[config.mk]
export PLATFORM = sky130hd
export DESIGN_NAME = mdio_phy_responder_flat
export DESIGN_NICKNAME = d
export VERILOG_FILES = /design/src/rtl/mdio_phy_responder_if.sv /design/src/rtl/mdio_phy_responder.sv /design/src/flat_wrapper.sv
export SDC_FILE = /design/constraint.sdc
export NUM_CORES = 1
export LEC_CHECK = 0
export CAP_MARGIN = 0
export CORE_MARGIN = 1.5
export CORE_UTILIZATION = 61
export DETAILED_ROUTE_END_ITERATION = 8
export DONT_BUFFER_PORTS = 1
export HOLD_SLACK_MARGIN = 0.02
export PLACE_DENSITY = 0.75
export SYNTH_ARGS = -nofsm -noshare
export SYNTH_HDL_FRONTEND = slang
export SYNTH_SLANG_ARGS = --single-unit
[constraint.sdc]
create_clock -name clk -period 2.8 [get_ports clk]
set_input_delay 0.56 -clock clk [delete_from_list [all_inputs] [get_ports clk]]
set_output_delay 0.56 -clock clk [all_outputs]
set_load 0.03 [all_outputs]
[src/rtl/mdio_phy_responder_if.sv]
// MDIO management bus plus register-file port between
// the MDIO controller side and the PHY responder.
interface mdio_phy_responder_if;
    logic        mdc;
    logic        mdio_oe;
    logic        mdio_out;
    logic        mdio_in;
    logic [4:0]  addr;
    logic [15:0] wr_data;
    logic        memory_wr;
    logic [15:0] rd_data;

    modport master (
        output mdc,
        output mdio_oe,
        output mdio_out,
        output rd_data,
        input  mdio_in,
        input  addr,
        input  wr_data,
        input  memory_wr
    );

    modport slave (
        input  mdc,
        input  mdio_oe,
        input  mdio_out,
        input  rd_data,
        output mdio_in,
        output addr,
        output wr_data,
        output memory_wr
    );
endinterface

[src/rtl/mdio_phy_responder.sv]
// mdio_phy_responder: Clause 22 MDIO peripheral.
// Decodes frames into register writes and serial reads.
module mdio_phy_responder #(
    parameter logic [4:0] PHY_ADDR = 5'd0
) (
    input logic                 clk,
    input logic                 reset,
    mdio_phy_responder_if.slave bus
);

    typedef enum logic [2:0] {
        IDLE,
        HEADER,
        WRITE,
        READ,
        SKIP
    } state_t;

    state_t      state, state_n;
    logic [5:0]  count, count_n;
    logic [5:0]  cnt_inc;
    logic        mdc_q;
    logic        rise, fall;
    logic [11:0] hdr_sr, hdr_sr_n;
    logic [12:0] hdr;
    logic        phy_hit;
    logic [4:0]  regad, regad_n;
    logic [15:0] wd_sr, wd_sr_n;
    logic [15:0] tx_sr, tx_sr_n;
    logic        mdio_in, mdio_in_n;
    logic [4:0]  addr, addr_n;
    logic [15:0] wr_data, wr_data_n;
    logic        memory_wr, memory_wr_n;

    assign rise = ~mdc_q & bus.mdc;
    assign fall = mdc_q & ~bus.mdc;

    assign cnt_inc = (count == 6'd32) ? count
                                      : count + 6'd1;

    // hdr[12] is ST bit 2, then OP, PHYAD, REGAD
    assign hdr     = {hdr_sr, bus.mdio_out};
    assign phy_hit = hdr[12] &&
                     (hdr[9:5] == PHY_ADDR);

    assign bus.mdio_in   = mdio_in;
    assign bus.addr      = addr;
    assign bus.wr_data   = wr_data;
    assign bus.memory_wr = memory_wr;

    always_ff @(posedge clk) begin
        if (!reset) begin
            state     <= IDLE;
            count     <= 6'd0;
            mdc_q     <= 1'b0;
            hdr_sr    <= 12'd0;
            regad     <= 5'd0;
            wd_sr     <= 16'd0;
            tx_sr     <= 16'd0;
            mdio_in   <= 1'b0;
            addr      <= 5'd0;
            wr_data   <= 16'd0;
            memory_wr <= 1'b0;
        end else begin
            state     <= state_n;
            count     <= count_n;
            mdc_q     <= bus.mdc;
            hdr_sr    <= hdr_sr_n;
            regad     <= regad_n;
            wd_sr     <= wd_sr_n;
            tx_sr     <= tx_sr_n;
            mdio_in   <= mdio_in_n;
            addr      <= addr_n;
            wr_data   <= wr_data_n;
            memory_wr <= memory_wr_n;
        end
    end

    always_comb begin
        state_n     = state;
        count_n     = count;
        hdr_sr_n    = hdr_sr;
        regad_n     = regad;
        wd_sr_n     = wd_sr;
        tx_sr_n     = tx_sr;
        mdio_in_n   = mdio_in;
        addr_n      = addr;
        wr_data_n   = wr_data;
        memory_wr_n = 1'b0;

        unique case (state)
            IDLE: begin
                if (rise && bus.mdio_oe &&
                    !bus.mdio_out) begin
                    state_n  = HEADER;
                    count_n  = 6'd1;
                    hdr_sr_n = 12'd0;
                end
            end

            HEADER: begin
                if (rise) begin
                    if (!bus.mdio_oe) begin
                        state_n = IDLE;
                        count_n = 6'd0;
                    end else begin
                        count_n  = cnt_inc;
                        hdr_sr_n = hdr[11:0];
                        if (count == 6'd1 &&
                            !bus.mdio_out) begin
                            state_n = IDLE;
                            count_n = 6'd0;
                        end else if (count == 6'd13) begin
                            regad_n = hdr[4:0];
                            if (phy_hit &&
                                hdr[11:10] == 2'b01) begin
                                state_n = WRITE;
                            end else if (phy_hit &&
                                hdr[11:10] == 2'b10) begin
                                state_n = READ;
                                addr_n  = hdr[4:0];
                            end else begin
                                state_n = SKIP;
                            end
                        end
                    end
                end
            end

            WRITE: begin
                if (rise) begin
                    if (!bus.mdio_oe) begin
                        state_n = IDLE;
                        count_n = 6'd0;
                    end else begin
                        count_n = cnt_inc;
                        wd_sr_n = {wd_sr[14:0],
                                   bus.mdio_out};
                        if (count == 6'd31) begin
                            state_n     = IDLE;
                            count_n     = 6'd0;
                            addr_n      = regad;
                            wr_data_n   = wd_sr_n;
                            memory_wr_n = 1'b1;
                        end
                    end
                end
            end

            READ: begin
                unique case (1'b1)
                    rise: begin
                        count_n = cnt_inc;
                        if (count == 6'd14)
                            tx_sr_n = bus.rd_data;
                    end
                    fall: begin
                        if (count == 6'd15) begin
                            mdio_in_n = 1'b0;
                        end else if (count >= 6'd16 &&
                                     count <= 6'd31) begin
                            mdio_in_n = tx_sr[15];
                            tx_sr_n   = {tx_sr[14:0], 1'b0};
                        end else if (count == 6'd32) begin
                            mdio_in_n = 1'b0;
                            state_n   = IDLE;
                            count_n   = 6'd0;
                        end
                    end
                    default: ;
                endcase
            end

            // foreign frame: ride it out so its data is not a new ST
            SKIP: begin
                if (rise) begin
                    count_n = cnt_inc;
                    if (count == 6'd31) begin
                        state_n = IDLE;
                        count_n = 6'd0;
                    end
                end
            end

            default: begin
                state_n = IDLE;
                count_n = 6'd0;
            end
        endcase
    end

endmodule

[src/flat_wrapper.sv]
// flat-port wrapper written by rule: the top's interface ports become plain ports
module mdio_phy_responder_flat 
#(
    parameter logic [4:0] PHY_ADDR = 5'd0
)
  (clk, reset, bus_mdc, bus_mdio_oe, bus_mdio_out, bus_rd_data, bus_mdio_in, bus_addr, bus_wr_data, bus_memory_wr);
  mdio_phy_responder_if bus_i ();
  input logic clk;
  input logic reset;
  input wire logic [$bits(bus_i.mdc)-1:0] bus_mdc;
  input wire logic [$bits(bus_i.mdio_oe)-1:0] bus_mdio_oe;
  input wire logic [$bits(bus_i.mdio_out)-1:0] bus_mdio_out;
  input wire logic [$bits(bus_i.rd_data)-1:0] bus_rd_data;
  output wire logic [$bits(bus_i.mdio_in)-1:0] bus_mdio_in;
  output wire logic [$bits(bus_i.addr)-1:0] bus_addr;
  output wire logic [$bits(bus_i.wr_data)-1:0] bus_wr_data;
  output wire logic [$bits(bus_i.memory_wr)-1:0] bus_memory_wr;
  assign bus_i.mdc = bus_mdc;
  assign bus_i.mdio_oe = bus_mdio_oe;
  assign bus_i.mdio_out = bus_mdio_out;
  assign bus_i.rd_data = bus_rd_data;
  assign bus_mdio_in = bus_i.mdio_in;
  assign bus_addr = bus_i.addr;
  assign bus_wr_data = bus_i.wr_data;
  assign bus_memory_wr = bus_i.memory_wr;
  mdio_phy_responder #(.PHY_ADDR(PHY_ADDR)) u_core (.clk(clk), .reset(reset), .bus(bus_i));
endmodule
* Yosys cells after proc, flatten, opt, wreduce, memory -nomap -nowiden
Cells that the tools add are included.
** Word-level totals
- Register bits :: 81
- Bits of input ports :: 21
- Output and inout port bits :: 23
- Word-level logic and storage cells :: 130
** Cells by class
- Add/subtract/negate cells :: 1
- $lt $le $gt $ge :: 2
- Eq/ne operators :: 35
- Mux-type cells :: 52
- Bitwise logic cells :: 5
- Reduce and logical (&&, ||, !) cells :: 24
** Operator list (count)
- 2-to-1 mux 6 bit :: 12
- 2-to-1 mux 16 bit :: 3
- 2-to-1 mux 3 bit :: 15
- 2-to-1 mux 5 bit :: 9
- 2-to-1 mux 12 bit :: 3
- one-hot mux 16 bit (2 select lines) :: 1
- one-hot mux 6 bit (5 select lines) :: 1
- one-hot mux 12 bit (2 select lines) :: 1
- == test 6 x 4 -> 1 bit, second input constant :: 3
- inequality test 2 x 1 -> 1 bit, second input constant :: 9
- inequality test 2 bit, second input constant :: 9
- one-hot mux 3 bit (5 select lines) :: 1
- one-hot mux 6 bit (2 select lines) :: 1
- AND reduction 4 bit :: 3
- one-hot mux 5 bit (2 select lines) :: 1
- AND reduction 10 bit :: 1
- AND reduction 5 bit :: 2
- inequality test 3 bit, second input constant :: 3
- AND reduction 9 bit :: 1
- AND reduction 8 bit :: 1
- logical AND 1 bit :: 7
- adder 6 x 1 -> 6 bit, second input constant :: 1
- == test 3 x 2 -> 1 bit, second input constant :: 2
- == test 6 x 1 -> 1 bit, second input constant :: 1
- 19 further kinds :: 28

* Logic depth before layout (Yosys ltp)
Gate-level depths: netlist (run 1).
- Depth after elaboration :: 10
- Depth in mapped cells :: 8
- Gate-level depth less buffers :: 7

* Worst setup path after synthesis (run 1)
OpenSTA, ideal clock, no wires.
- Path type :: reg-to-reg
- Start point :: register u_core.count[2]
- End point :: register u_core.count[5]
- Data arrival time :: 1965 ps
- Required time :: 2683 ps
- Slack :: 718 ps
- Cell stages (with the launch flop) :: 7
- Buffers on the path :: 1
- Period minus slack after synthesis :: 2082 ps
- Cells stage by stage :: dfxtp_1 -> clkbuf_1 -> or3_4 -> o311ai_0 -> o211ai_1 -> a22o_1 -> a22o_1
** Between the ends
- Longest elaborated chain between the ends :: 6
- Elaborated cells between the ends (all ways) :: 23
- Those cells by class :: add/sub (1); order compare (2); eq/ne (7); mux (10); reduce/logical (3)
** RTL lines
- from (decl) :: line mdio_phy_responder.sv:20 : logic [5:0] count, count_n;
- from (signal assigned) :: line mdio_phy_responder.sv:66 : count <= count_n;
- adder 6 x 1 -> 6 bit, or another cell as far along :: line mdio_phy_responder.sv:39 : : count + 6'd1;
- 2-to-1 mux 6 bit or logical AND 1 bit (tied branches) :: line mdio_phy_responder.sv:38, mdio_phy_responder.sv:109
- 2-to-1 mux 6 bit (on tied branches) :: line mdio_phy_responder.sv:139, mdio_phy_responder.sv:178, mdio_phy_responder.sv:109
- 2-to-1 mux 6 bit (on tied branches) :: line mdio_phy_responder.sv:132, mdio_phy_responder.sv:103
- 2-to-1 mux 6 bit (on tied branches) :: line mdio_phy_responder.sv:131, mdio_phy_responder.sv:102
- one-hot mux 6 bit (5 select lines) :: line mdio_phy_responder.sv:91 : unique case (state)
Several ways; a longest one is shown, not always the timed one. The select of a mux whose other input is x is not followed.
A chain may end at the register's enable or synchronous reset.

* Worst setup path in the final report (run 1)
- Start point :: register u_core.hdr_sr[4]
- End point :: register u_core.addr[2], in the netlist u_core.bus.addr[2]
** Between the ends
- Longest elaborated chain between the ends :: 5
- Elaborated cells between the ends (all ways) :: 7
- Those cells by class :: eq/ne (2); reduce/logical (5)
** RTL lines
- from (decl) :: line mdio_phy_responder.sv:24 : logic [11:0] hdr_sr, hdr_sr_n;
- from (signal assigned) :: line mdio_phy_responder.sv:68 : hdr_sr <= hdr_sr_n;
- logical NOT 5 bit * :: line mdio_phy_responder.sv:44 : (hdr[9:5] == PHY_ADDR);
- logical AND 1 bit * :: line mdio_phy_responder.sv:43 : assign phy_hit = hdr[12] &&
- logical AND 1 bit (on tied branches) :: line mdio_phy_responder.sv:115, mdio_phy_responder.sv:118
- inequality test 2 bit (no source line) or inequality test 2 x 1 -> 1 bit (tied branches)
- AND reduction 10 bit (no source line) *
- to (signal assigned) :: line mdio_phy_responder.sv:73 : addr <= addr_n;
- to (decl) :: line mdio_phy_responder.sv:31 : logic [4:0] addr, addr_n;
Mark *: on every way between the ends. The rest lies on a longest branch, timed or not.

==> out/summary.json, run 1 <==
{
  "outcome": "finished clean",
  "final-hold-violation-count": 0,
  "floorplan.core_area_mm2": 0.005574,
  "setup_viol": 0,
  "totalNegativeSetupSlack_ps": 0,
  "drive_above_1_share": 0.08273,
  "area_growth_syn_to_layout_pct": 7.449,
  "cp_data_required_time_ps": 3060,
  "cts_tree": "done",
  "die_x_um": 79.41,
  "grt_overflow": 0,
  "post_layout_nonfiller_instances": 483,
  "wl_per_cell_um": 14.76,
  "diodes": 0,
  "syn-instance-count": 416,
  "die_area_mm2": 0.006305,
  "cpPeakStageDelay_ps": 550,
  "cp_num_buf_inv": 0,
  "port_buffers": 0,
  "detail_route.drc_violations": 0,
  "drt-initial-drc-count": 254,
  "timing.critical_path.fanout_max": 10,
  "routed_via_density": 5.948,
  "final_max_slew_viol_count": 0,
  "worstSetupStartpointType": "flip-flop",
  "tritoncts_num_sinks": 81,
  "synth_top_cells_by_area": "sky130_fd_sc_hd__dfxtp_1 46%, sky130_fd_sc_hd__nand2_1 7.8%, sky130_fd_sc_hd__mux2i_1 7.0%",
  "firstDrtPassIters": 4,
  "totalWireLength_um": 7131,
  "cts.path.max_buffers": 2,
  "rows": 27,
  "peakVddDrop_mv": 0.4241,
  "cts_hold_repair.buffers": 0,
  "initial_core_util": 0.6388,
  "async_flop_share": 0,
  "yosys.cell_types.count": 52,
  "mostFrequentLayoutCells": "81 x sky130_fd_sc_hd__dfxtp_1, 74 x sky130_fd_sc_hd__nand2_1, 43 x sky130_fd_sc_hd__a21oi_1, 42 x sky130_fd_sc_hd__nor2_1, 25 x sky130_fd_sc_hd__mux2i_1",
  "hp-class": "in -> reg",
  "synthFlopType": "sky130_fd_sc_hd__dfxtp_1",
  "fp.dieH_um": 79.41,
  "initial_antenna_violation_count": 0,
  "floorplan.io_pins": 44,
  "syn_avg_cell_area_um2": 8.560,
  "grt_use_total": 0.2406,
  "fmaxAchievable_mhz": 432.7,
  "grt_pass1_vias": 2480,
  "power_per_cell_area_mw_per_mm2": 570.4,
  "worstSetupPathType": "reg -> reg",
  "finalCriticalPeriod_ps": 2311,
  "dp.cells": 467,
  "final_net_count": 431,
  "synthesis.nets": 441,
  "mappedNetlistArea_mm2": 0.003561,
  "maxSlewHeadroom": 0.3941,
  "critPathCaptureType": "flip-flop",
  "post_synthesis_sequential_element_count": 81,
  "setup_repair_after_global_routing_missed_its_margin": "no",
  "finalWeightedCongestion": 0.9355,
  "maxcap_viol_count": 0,
  "layout_commonest_cell": "sky130_fd_sc_hd__dfxtp_1",
  "final_min_period_over_clock_period": 0.8254,
  "post_cts.resized_instances": 0,
  "p_leak_nw": 1.326,
  "grt_max_degree": 43,
  "dp_hpwl_um": 4884,
  "clk_pin_slew_ps": 80,
  "clock-skew-final_ps": 8.752,
  "worstSkewPairLatency_ps": 360,
  "seq_area_frac_synth": 0.4554,
  "synth_warnings": 0,
  "timing_worst_slew_pin_value_ps": 907.9,
  "critical_path.cell_chain": "or4b_1 -> or4_4 -> o32ai_4 -> a21oi_1 -> a311oi_1",
  "via_count": 2873,
  "cts.htree.levels": 3,
  "grt_first_pass_wirelength_um": 11770,
  "route.antenna.remaining_nets": 0,
  "cts_buffers": 9,
  "clock-root-buffer": "sky130_fd_sc_hd__clkbuf_8",
  "synth_edf_count": 0,
  "synth_top_cell_by_area": "sky130_fd_sc_hd__dfxtp_1",
  "synth_top_area_frac": 0.4554,
  "cp_slowest_cell": "sky130_fd_sc_hd__or4b_1",
  "postCtsSetupBuffers": 0,
  "cpLargestDelayFamily": "simple AND/OR/NAND/NOR gates",
  "arrival_ps": 2570
}
cells in the mapped netlist, drive strengths merged (2+ instances only):
cell,count
nand2b,7
inv,8
o31ai,3
nand3b,4
a31oi,2
a21oi,43
nor3b,4
mux2i,25
nor2,42
nand2,74
o21ai,5
a311oi,5
a211oi,15
a22oi,14
clkbuf,24
and3,3
nor3,4
nand3,8
o311ai,2
o31a,3
or2,2
a22o,2
o32ai,3
or4,2
nor2b,3
buf,4
dfxtp,81
ha,4
sequential cells by signal (all words and copies together), names as in the netlist:
register,count
u_core.hdr_sr,12
u_core.bus.memory_wr,1
u_core.wd_sr,15
u_core.bus.mdio_in,1
u_core.regad,5
u_core.bus.wr_data,16
u_core.state,3
u_core.tx_sr,16
u_core.bus.addr,5
u_core.mdc_q,1
u_core.count,6
cell type report:
class / instances / area [um^2]
fillers: 478 / 1748
clock inverters: 7 / 100.1
multi-input cells: 298 / 1788
repair buffers: 8 / 72.57
inverters: 8 / 30.03
flip-flops and latches: 81 / 1622
well taps: 72 / 90.09
clock buffers: 9 / 123.9
power by group:
| group | switching [W] | leakage (nW) | internal, W |
|---|---|---|---|
| clock network | 0.000440 | 0.114 | 0.000510 |
| logic | 0.0000483 | 0.559 | 0.0000266 |
| registers | 0.00000413 | 0.652 | 0.00115 |
per-layer routing:
metal  track usage  vias to the layer above  wire [um]
li1              -                     1464          -
met1        0.3388                     1323       3407
met2        0.3462                       77       3174
met3       0.06857                        9        462
met4       0.09474                        0         87
met5             0                        -          0
path summary, 6_finish.rpt:
check              startpoint                  to  slack (ps)  depth (start not counted)
min                   bus_mdc        u_core.mdc_q         320                          1
max reg2reg  u_core.hdr_sr[4]  u_core.bus.addr[2]         490                          5
max          u_core.hdr_sr[4]  u_core.bus.addr[2]         490                          5
min reg2reg  u_core.wd_sr[14]    u_core.wd_sr[14]         460                          2
kinds of logic (layout without fill, tap and decap cells):
logic type                 after synthesis  after routing  share of synthesized area
buffers and inverters                   37             32                    0.04392
muxes                                   25             25                    0.07027
AOI/OAI and AO/OA                      109            109                     0.2112
adders and majority gates                4              4                    0.01406
and+or+nand+nor                        159            159                     0.2027
xor gates and xnor gates                 1              1                   0.002460
DFF                                     81             81                     0.4554
stage by stage:
stage	hold slack (ps)	cell area (um^2)	utilization	total power [W]	worst slack, ps
after detailed placement	448.3	3602	0.6462	0.001259	522.1
after global placement	446.1	3602	0.6462	0.001258	671.4
after CTS	312.6	3826	0.6864	0.002201	492.2
after global routing	316.5	3826	0.6864	0.002260	340.9
final	324.5	3826	0.6864	0.002182	489.0
after floorplan	432.2	3561	-	0.001245	718.5
Note: power is estimated with default switching activity, not from simulation.
==> inputs of run 2 (changes only) <==
clock period = 2.2 ns   (was 2.8 ns; I/O delays follow)
==> run 2 against run 1 <==
Compared with the run above: total power grew 17%; global-route usage is 2.2 points higher; critical path type unchanged; maximum frequency rose by 6.7%; sequential share of layout area is 0.78 points lower; combinational power up 36%; design area grew 1.9%; flip-flop and latch count stayed put; critical endpoint unchanged; largest cell class unchanged.
==> out/summary.json, run 2 (synthesis results as in run 1) <==
{
  "outcome": "finished clean",
  "setup_viol": {"value": 0, "change": "unchanged"},
  "initial_core_util": {"value": 0.6388, "change": "unchanged"},
  "floorplan.core_area": {"value": 0.005574, "unit": "mm^2", "change": "unchanged"},
  "timing_worst_slew_pin_value": {"value": 992.4, "unit": "ps", "change": "+84.52 ps"},
  "place_ws": {"value": 6.429, "unit": "ps", "change": "-515.7 ps"},
  "cp_data_required_time": {"value": 2450, "unit": "ps", "change": "-610 ps"},
  "maxcap_viol_count": {"value": 0, "change": "unchanged"},
  "initial_antenna_violation_count": {"value": 0, "change": "unchanged"},
  "tritoncts_num_sinks": {"value": 81, "change": "unchanged"},
  "mostFrequentLayoutCells": "81 x sky130_fd_sc_hd__dfxtp_1, 74 x sky130_fd_sc_hd__nand2_1, 42 x sky130_fd_sc_hd__nor2_1, 39 x sky130_fd_sc_hd__a21oi_1, 25 x sky130_fd_sc_hd__mux2i_1",
  "arrival": {"value": 2410, "unit": "ps", "change": "-160 ps"},
  "final_min_period_over_clock_period": {"value": 0.9844, "change": "+0.1591"},
  "worstSkewPairLatency": {"value": 360, "unit": "ps", "change": "about the same"},
  "maxSlewHeadroom": {"value": 0.3377, "change": "-0.05640"},
  "cts.htree.levels": {"value": 3, "change": "unchanged"},
  "final-hold-violation-count": {"value": 0, "change": "unchanged"},
  "grt_pass1_vias": {"value": 2819, "change": "+14%"},
  "cp_slowest_cell": "sky130_fd_sc_hd__or4b_1",
  "grtUsageMet3": {"value": 0.06971, "change": "+0.001143"},
  "clk_pin_slew": {"value": 80, "unit": "ps", "change": "about the same"},
  "routed_via_density": {"value": 5.951, "change": "about the same"},
  "p_leak": {"value": 1.365, "unit": "nW", "change": "+2.9%"},
  "grt_max_degree": {"value": 45, "change": "+4.7%"},
  "grt_overflow": {"value": 0, "change": "unchanged"},
  "die_x": {"value": 79.41, "unit": "um", "change": "unchanged"},
  "cts_buffers": {"value": 9, "change": "unchanged"},
  "rows": {"value": 27, "change": "unchanged"},
  "dp.cells": {"value": 477, "change": "+2.1%"},
  "power_per_cell_area": {"value": 657.7, "unit": "mW/mm^2", "change": "+15%"},
  "fmaxAchievable": {"value": 461.7, "unit": "MHz", "change": "+6.7%"},
  "floorplan.io_pins": {"value": 44, "change": "unchanged"},
  "via_count": {"value": 2940, "change": "+2.3%"},
  "clock-root-buffer": "sky130_fd_sc_hd__clkbuf_8",
  "wl_per_cell": {"value": 15.16, "unit": "um", "change": "+2.7%"},
  "worstSetupStartpointType": "flip-flop",
  "diodes": {"value": 0, "change": "unchanged"},
  "drive_above_1_share": {"value": 0.1161, "change": "+0.03339"},
  "firstDrtPassIters": {"value": 4, "change": "unchanged"},
  "globalRouteMet2Util": {"value": 0.4077, "change": "+0.06154"},
  "layout_commonest_cell": "sky130_fd_sc_hd__dfxtp_1",
  "dp_hpwl": {"value": 5065, "unit": "um", "change": "+3.7%"},
  "finalCriticalPeriod": {"value": 2166, "unit": "ps", "change": "-145.2 ps"},
  "multiInputGateArea": {"value": 0.001809, "unit": "mm^2", "change": "+1.2%"},
  "use_met1": {"value": 0.3451, "change": "+0.006252"},
  "biggest_registers_after_layout": "u_core.bus.wr_data: 16 flops, u_core.tx_sr: 16 flops, u_core.wd_sr: 15 flops",
  "final_net_count": {"value": 442, "change": "+2.6%"},
  "worstSetupPathType": "reg -> reg",
  "peakVddDrop": {"value": 0.4773, "unit": "mV", "change": "+13%"},
  "nFillCells": {"value": 453, "change": "-5.2%"},
  "globalRoute.busiestLayer": "met2",
  "cts_hold_repair.buffers": {"value": 0, "change": "unchanged"},
  "finalWeightedCongestion": {"value": 0.8838, "change": "-5.5%"},
  "detail_route.drc_violations": {"value": 0, "change": "unchanged"},
  "grt_first_pass_wirelength": {"value": 12900, "unit": "um", "change": "+9.6%"},
  "route.antenna.remaining_nets": {"value": 0, "change": "unchanged"},
  "critical_path.cell_chain": "or4b_1 -> or4_4 -> o32ai_4 -> buf_12 -> a21oi_2 -> a311oi_1",
  "final_max_slew_viol_count": {"value": 0, "change": "unchanged"},
  "grt_use_total": {"value": 0.2621, "change": "+0.02151"},
  "cts_tree": "done",
  "critPathCaptureType": "flip-flop",
  "post_layout_nonfiller_instances": {"value": 494, "change": "+2.3%"},
  "cpPeakStageDelay": {"value": 550, "unit": "ps", "change": "about the same"},
  "cts.path.max_buffers": {"value": 2, "change": "unchanged"},
  "post-route-worst-setup-slack": {"value": 34.23, "unit": "ps", "change": "-454.8 ps"},
  "storage_element_area": {"value": 0.001622, "unit": "mm^2", "change": "unchanged"},
  "area_growth_syn_to_layout_pct": 9.452,
  "die_area": {"value": 0.006305, "unit": "mm^2", "change": "unchanged"},
  "fp.dieH": {"value": 79.41, "unit": "um", "change": "unchanged"},
  "drt-initial-drc-count": {"value": 244, "change": "-3.9%"},
  "totalWireLength": {"value": 7488, "unit": "um", "change": "+5.0%"},
  "cp_num_buf_inv": {"value": 1, "change": "+1"},
  "hp-class": "in -> reg",
  "port_buffers": {"value": 0, "change": "unchanged"},
  "clock-skew-final": {"value": 11.51, "unit": "ps", "change": "+2.755 ps"},
  "timing.critical_path.fanout_max": {"value": 7, "change": "-3"},
  "cpLargestDelayFamily": "simple AND/OR/NAND/NOR gates"
}
## run 2: worst reg2reg max path, stage by stage (launching register included)
cell	delay, ps
sky130_fd_sc_hd__dfxtp_1	330
sky130_fd_sc_hd__or4b_1	550
sky130_fd_sc_hd__or4_4	460
sky130_fd_sc_hd__o32ai_4	270
sky130_fd_sc_hd__buf_12	160
sky130_fd_sc_hd__a21oi_2	50
sky130_fd_sc_hd__a311oi_1	250
## run 2: final cells by class
| cell class | count | area share |
|---|---|---|
| Clock inverter | 5 | 0.009631 |
| Clock buffer | 11 | 0.03628 |
| Sequential cell | 81 | 0.4161 |
| Inverter | 8 | 0.007705 |
| Tap cell | 72 | 0.02311 |
| Multi-Input combinational cell | 298 | 0.4642 |
| Timing Repair Buffer | 19 | 0.04302 |
## run 2: per-layer routing
layer	vias to the layer above	routed length, um
li1	1479	-
met1	1365	3560
met2	81	3351
met3	15	415
met4	0	161
met5	-	0
## run 2: final timing paths
kind / cells past startpoint / slack [ps] / startpoint / to
hold / removal: 1 / 200 / bus_mdc / u_core.mdc_q
setup reg to reg: 6 / 30 / u_core.hdr_sr[4] / u_core.bus.addr[2]
hold reg to reg: 2 / 470 / u_core.wd_sr[14] / u_core.bus.wr_data[15]
setup / recovery: 6 / 30 / u_core.hdr_sr[4] / u_core.bus.addr[2]
## run 2: where the power goes
part	leakage (nW)	internal, W	total (W)	switching (W)
logic	0.626	0.0000362	0.000102	0.0000659
registers	0.652	0.00147	0.00147	0.00000420
clock network	0.0863	0.000447	0.000989	0.000543
total	1.36	0.00195	0.00256	0.000613
## run 2: timing repair
| action | in CTS | in global routing |
|---|---|---|
| resized for setup | 0 | 5 |
| setup buffers | 0 | 1 |
| setup endpoints to repair | 0 | 5 |
## run 2: through the flow
step                      TNS (ps)    util  power [W]  instance area [um^2]  hold slack (ps)
after global routing        -34.49  0.6992   0.002664                  3897            194.8
final                            0  0.6992   0.002563                  3897            204.7
after floorplan                  0       -   0.001585                  3561            432.2
after global placement           0  0.6597   0.001604                  3677            445.9
after CTS                        0  0.6918   0.002589                  3856            187.3
after detailed placement         0  0.6597   0.001605                  3677            459.2
==> inputs of run 3 (changes only) <==
CORE_MARGIN = default   (was 1.5)
CORE_UTILIZATION = 59   (was 61)
PLACE_DENSITY = 0.73   (was 0.75)
==> run 3 against run 2 <==
Compared with the run above: sequential power barely moved; sequential share of layout area fell by 0.12 points; clock power rose by 15%; final cell count fell by 0.20%; total power rose by 5.8%; non-clock buffer count fell by 1; wire length rose by 0.25%; global-route usage fell by 0.28 points; utilization fell by 1.1 points; die area rose by 0.72%; first-iteration DRC count fell by 16%; critical path type unchanged; largest power group unchanged; highest routed layer unchanged.
==> out/summary.json, run 3 (synthesis results as in run 1) <==
{
  "final_max_slew_viol_count": {"value": 0, "change": "unchanged"},
  "peakVddDrop": {"value": 0.6833, "unit": "mV", "change": "+43%"},
  "final_min_period_over_clock_period": {"value": 0.9807, "change": "-0.003705"},
  "comb_power_share": {"value": 0.039, "change": "about the same"},
  "fin_util": {"value": 0.6887, "change": "-0.01050"},
  "swShare": {"value": 0.2345, "change": "-0.004549"},
  "area_growth_syn_to_layout_pct": 9.768,
  "cts.path.max_buffers": {"value": 2, "change": "unchanged"},
  "p_leak": {"value": 1.369, "unit": "nW", "change": "+0.28%"},
  "mostFrequentLayoutCells": "81 x sky130_fd_sc_hd__dfxtp_1, 74 x sky130_fd_sc_hd__nand2_1, 43 x sky130_fd_sc_hd__a21oi_1, 42 x sky130_fd_sc_hd__nor2_1, 25 x sky130_fd_sc_hd__mux2i_1",
  "postCtsSetupBuffers": {"value": 0, "change": "unchanged"},
  "cp_data_required_time": {"value": 2450, "unit": "ps", "change": "about the same"},
  "final-hold-violation-count": {"value": 0, "change": "unchanged"},
  "floorplan.io_pins": {"value": 44, "change": "unchanged"},
  "power_per_cell_area": {"value": 693.5, "unit": "mW/mm^2", "change": "+5.5%"},
  "nFillCells": {"value": 488, "change": "+7.7%"},
  "cts_tree": "done",
  "cts.htree.levels": {"value": 3, "change": "unchanged"},
  "grt_max_degree": {"value": 70, "change": "+56%"},
  "p_seq_frac": {"value": 0.542, "change": "-0.032"},
  "port_buffers": {"value": 0, "change": "unchanged"},
  "finalWeightedCongestion": {"value": 0.8635, "change": "-2.3%"},
  "layout_commonest_cell": "sky130_fd_sc_hd__dfxtp_1",
  "drive_above_1_share": {"value": 0.1069, "change": "-0.009225"},
  "worstSetupPathType": "reg -> reg",
  "totalWireLength": {"value": 7507, "unit": "um", "change": "+0.25%"},
  "timing.critical_path.fanout_max": {"value": 8, "change": "+1"},
  "die_x": {"value": 79.69, "unit": "um", "change": "+0.36%"},
  "timing_worst_slew_pin_value": {"value": 543.7, "unit": "ps", "change": "-448.7 ps"},
  "initial_antenna_violation_count": {"value": 0, "change": "unchanged"},
  "worstSkewPairLatency": {"value": 360, "unit": "ps", "change": "about the same"},
  "power.clock.fraction": {"value": 0.419, "change": "+0.033"},
  "finalCriticalPeriod": {"value": 2158, "unit": "ps", "change": "-8.152 ps"},
  "diodes": {"value": 0, "change": "unchanged"},
  "clock-root-buffer": "sky130_fd_sc_hd__clkbuf_8",
  "grt_overflow": {"value": 0, "change": "unchanged"},
  "firstDrtPassIters": {"value": 5, "change": "+1"},
  "biggest_registers_after_layout": "u_core.bus.wr_data: 16 flops, u_core.tx_sr: 16 flops, u_core.wd_sr: 15 flops",
  "dp_hpwl": {"value": 5033, "unit": "um", "change": "-0.62%"},
  "wl_per_cell": {"value": 15.23, "unit": "um", "change": "+0.46%"},
  "detail_route.drc_violations": {"value": 0, "change": "unchanged"},
  "arrival": {"value": 2410, "unit": "ps", "change": "about the same"},
  "grt_use_total": {"value": 0.2593, "change": "-0.002818"},
  "grt_first_pass_wirelength": {"value": 12620, "unit": "um", "change": "-2.1%"},
  "clk_pin_slew": {"value": 80, "unit": "ps", "change": "about the same"},
  "post-route-worst-setup-slack": {"value": 42.38, "unit": "ps", "change": "+8.152 ps"},
  "power.switching": {"value": 0.0006357, "unit": "W", "change": "+3.7%"},
  "cts_buffers": {"value": 9, "change": "unchanged"},
  "worstSetupStartpointType": "flip-flop",
  "critPathCaptureType": "flip-flop",
  "hp-class": "in -> reg",
  "floorplan.core_area": {"value": 0.005675, "unit": "mm^2", "change": "+1.8%"},
  "outcome": "finished clean",
  "cts_hold_repair.buffers": {"value": 0, "change": "unchanged"},
  "place_ws": {"value": -42.47, "unit": "ps", "change": "-48.90 ps"},
  "routed_via_density": {"value": 6.000, "change": "+0.82%"},
  "initial_core_util": {"value": 0.6274, "change": "-0.01141"},
  "grt_pass1_vias": {"value": 2713, "change": "-3.8%"},
  "cell_internal_power": {"value": 0.002075, "unit": "W", "change": "+6.4%"},
  "via_count": {"value": 2958, "change": "+0.61%"},
  "die_area": {"value": 0.006351, "unit": "mm^2", "change": "+0.72%"},
  "fp.dieH": {"value": 79.69, "unit": "um", "change": "+0.36%"},
  "setup_viol": {"value": 0, "change": "unchanged"},
  "maxcap_viol_count": {"value": 0, "change": "unchanged"},
  "final_net_count": {"value": 441, "change": "-0.23%"},
  "maxSlewHeadroom": {"value": 0.6375, "change": "+0.2998"},
  "fmaxAchievable": {"value": 463.5, "unit": "MHz", "change": "+0.38%"},
  "clock-skew-final": {"value": 14.47, "unit": "ps", "change": "+2.962 ps"},
  "drt-initial-drc-count": {"value": 204, "change": "-16%"},
  "route.antenna.remaining_nets": {"value": 0, "change": "unchanged"},
  "tritoncts_num_sinks": {"value": 81, "change": "unchanged"},
  "rows": {"value": 27, "change": "unchanged"},
  "setup_repair_after_global_routing_missed_its_margin": "yes"
}
run 3: worst max-delay path, stage by stage (launching register included):
cell and delay [ps]:
sky130_fd_sc_hd__dfxtp_1 330, sky130_fd_sc_hd__or4b_1 540, sky130_fd_sc_hd__or4_4 450, sky130_fd_sc_hd__o32ai_4 360, sky130_fd_sc_hd__a21oi_1 120, sky130_fd_sc_hd__a311oi_1 250
run 3: what timing repair did:
action / 4_1_cts / 5_1_grt
hold endpoints to repair: 0 / 0
gates resized for setup: 0 / 1
pin swaps: 2 / 0
endpoints found under the setup margin: 1 / 5
run 3: through the flow:
stage	cells	setup TNS [ps]	area (um^2)	hold WS [ps]	total power, W
detailed placement	477	-42.47	3690	455.1	0.001608
CTS	493	0	3901	189.3	0.002732
global route	493	-90.63	3909	189.0	0.002812
finish	493	0	3909	205.8	0.002711
global placement	477	0	3690	445.9	0.001607
floorplan	416	0	3561	432.2	0.001585
run 3: layout make-up:
cell class | count | area, um^2 | share of cell area
sequential | 81 | 1622 | 0.4149
tap | 72 | 90.09 | 0.02305
clock inverter | 6 | 73.82 | 0.01889
multi-input combinational | 298 | 1795 | 0.4593
timing repair buffer | 18 | 160.2 | 0.04097
clock buffer | 10 | 137.6 | 0.03521
inverter | 8 | 30.03 | 0.007682
run 3: worst paths after layout:
check | end | start | cells after the start | slack [ps]
max | u_core.bus.addr[4] | u_core.hdr_sr[4] | 5 | 40
min | u_core.mdc_q | bus_mdc | 1 | 210
max reg2reg | u_core.bus.addr[4] | u_core.hdr_sr[4] | 5 | 40
min reg2reg | u_core.bus.wr_data[3] | u_core.wd_sr[2] | 2 | 460
run 3: power by group through the flow:
| stage | clock (W) | combinational [W] | sequential [W] |
|---|---|---|---|
| finish | 0.00114 | 0.000105 | 0.00147 |
| global route | 0.00123 | 0.000114 | 0.00147 |
| CTS | 0.00116 | 0.000103 | 0.00147 |
| detailed placement | 0 | 0.000103 | 0.00151 |
| global placement | 0 | 0.000102 | 0.00150 |
| floorplan | 0 | 0.0000806 | 0.00150 |
run 3: metal layers:
| metal | share of wire | vias up | track usage |
|---|---|---|---|
| li1 | - | 1493 | - |
| met1 | 0.46 | 1360 | 0.3386 |
| met2 | 0.45 | 87 | 0.3966 |
| met3 | 0.062 | 18 | 0.07314 |
| met4 | 0.022 | 0 | 0.1145 |
| met5 | 0 | - | 0 |
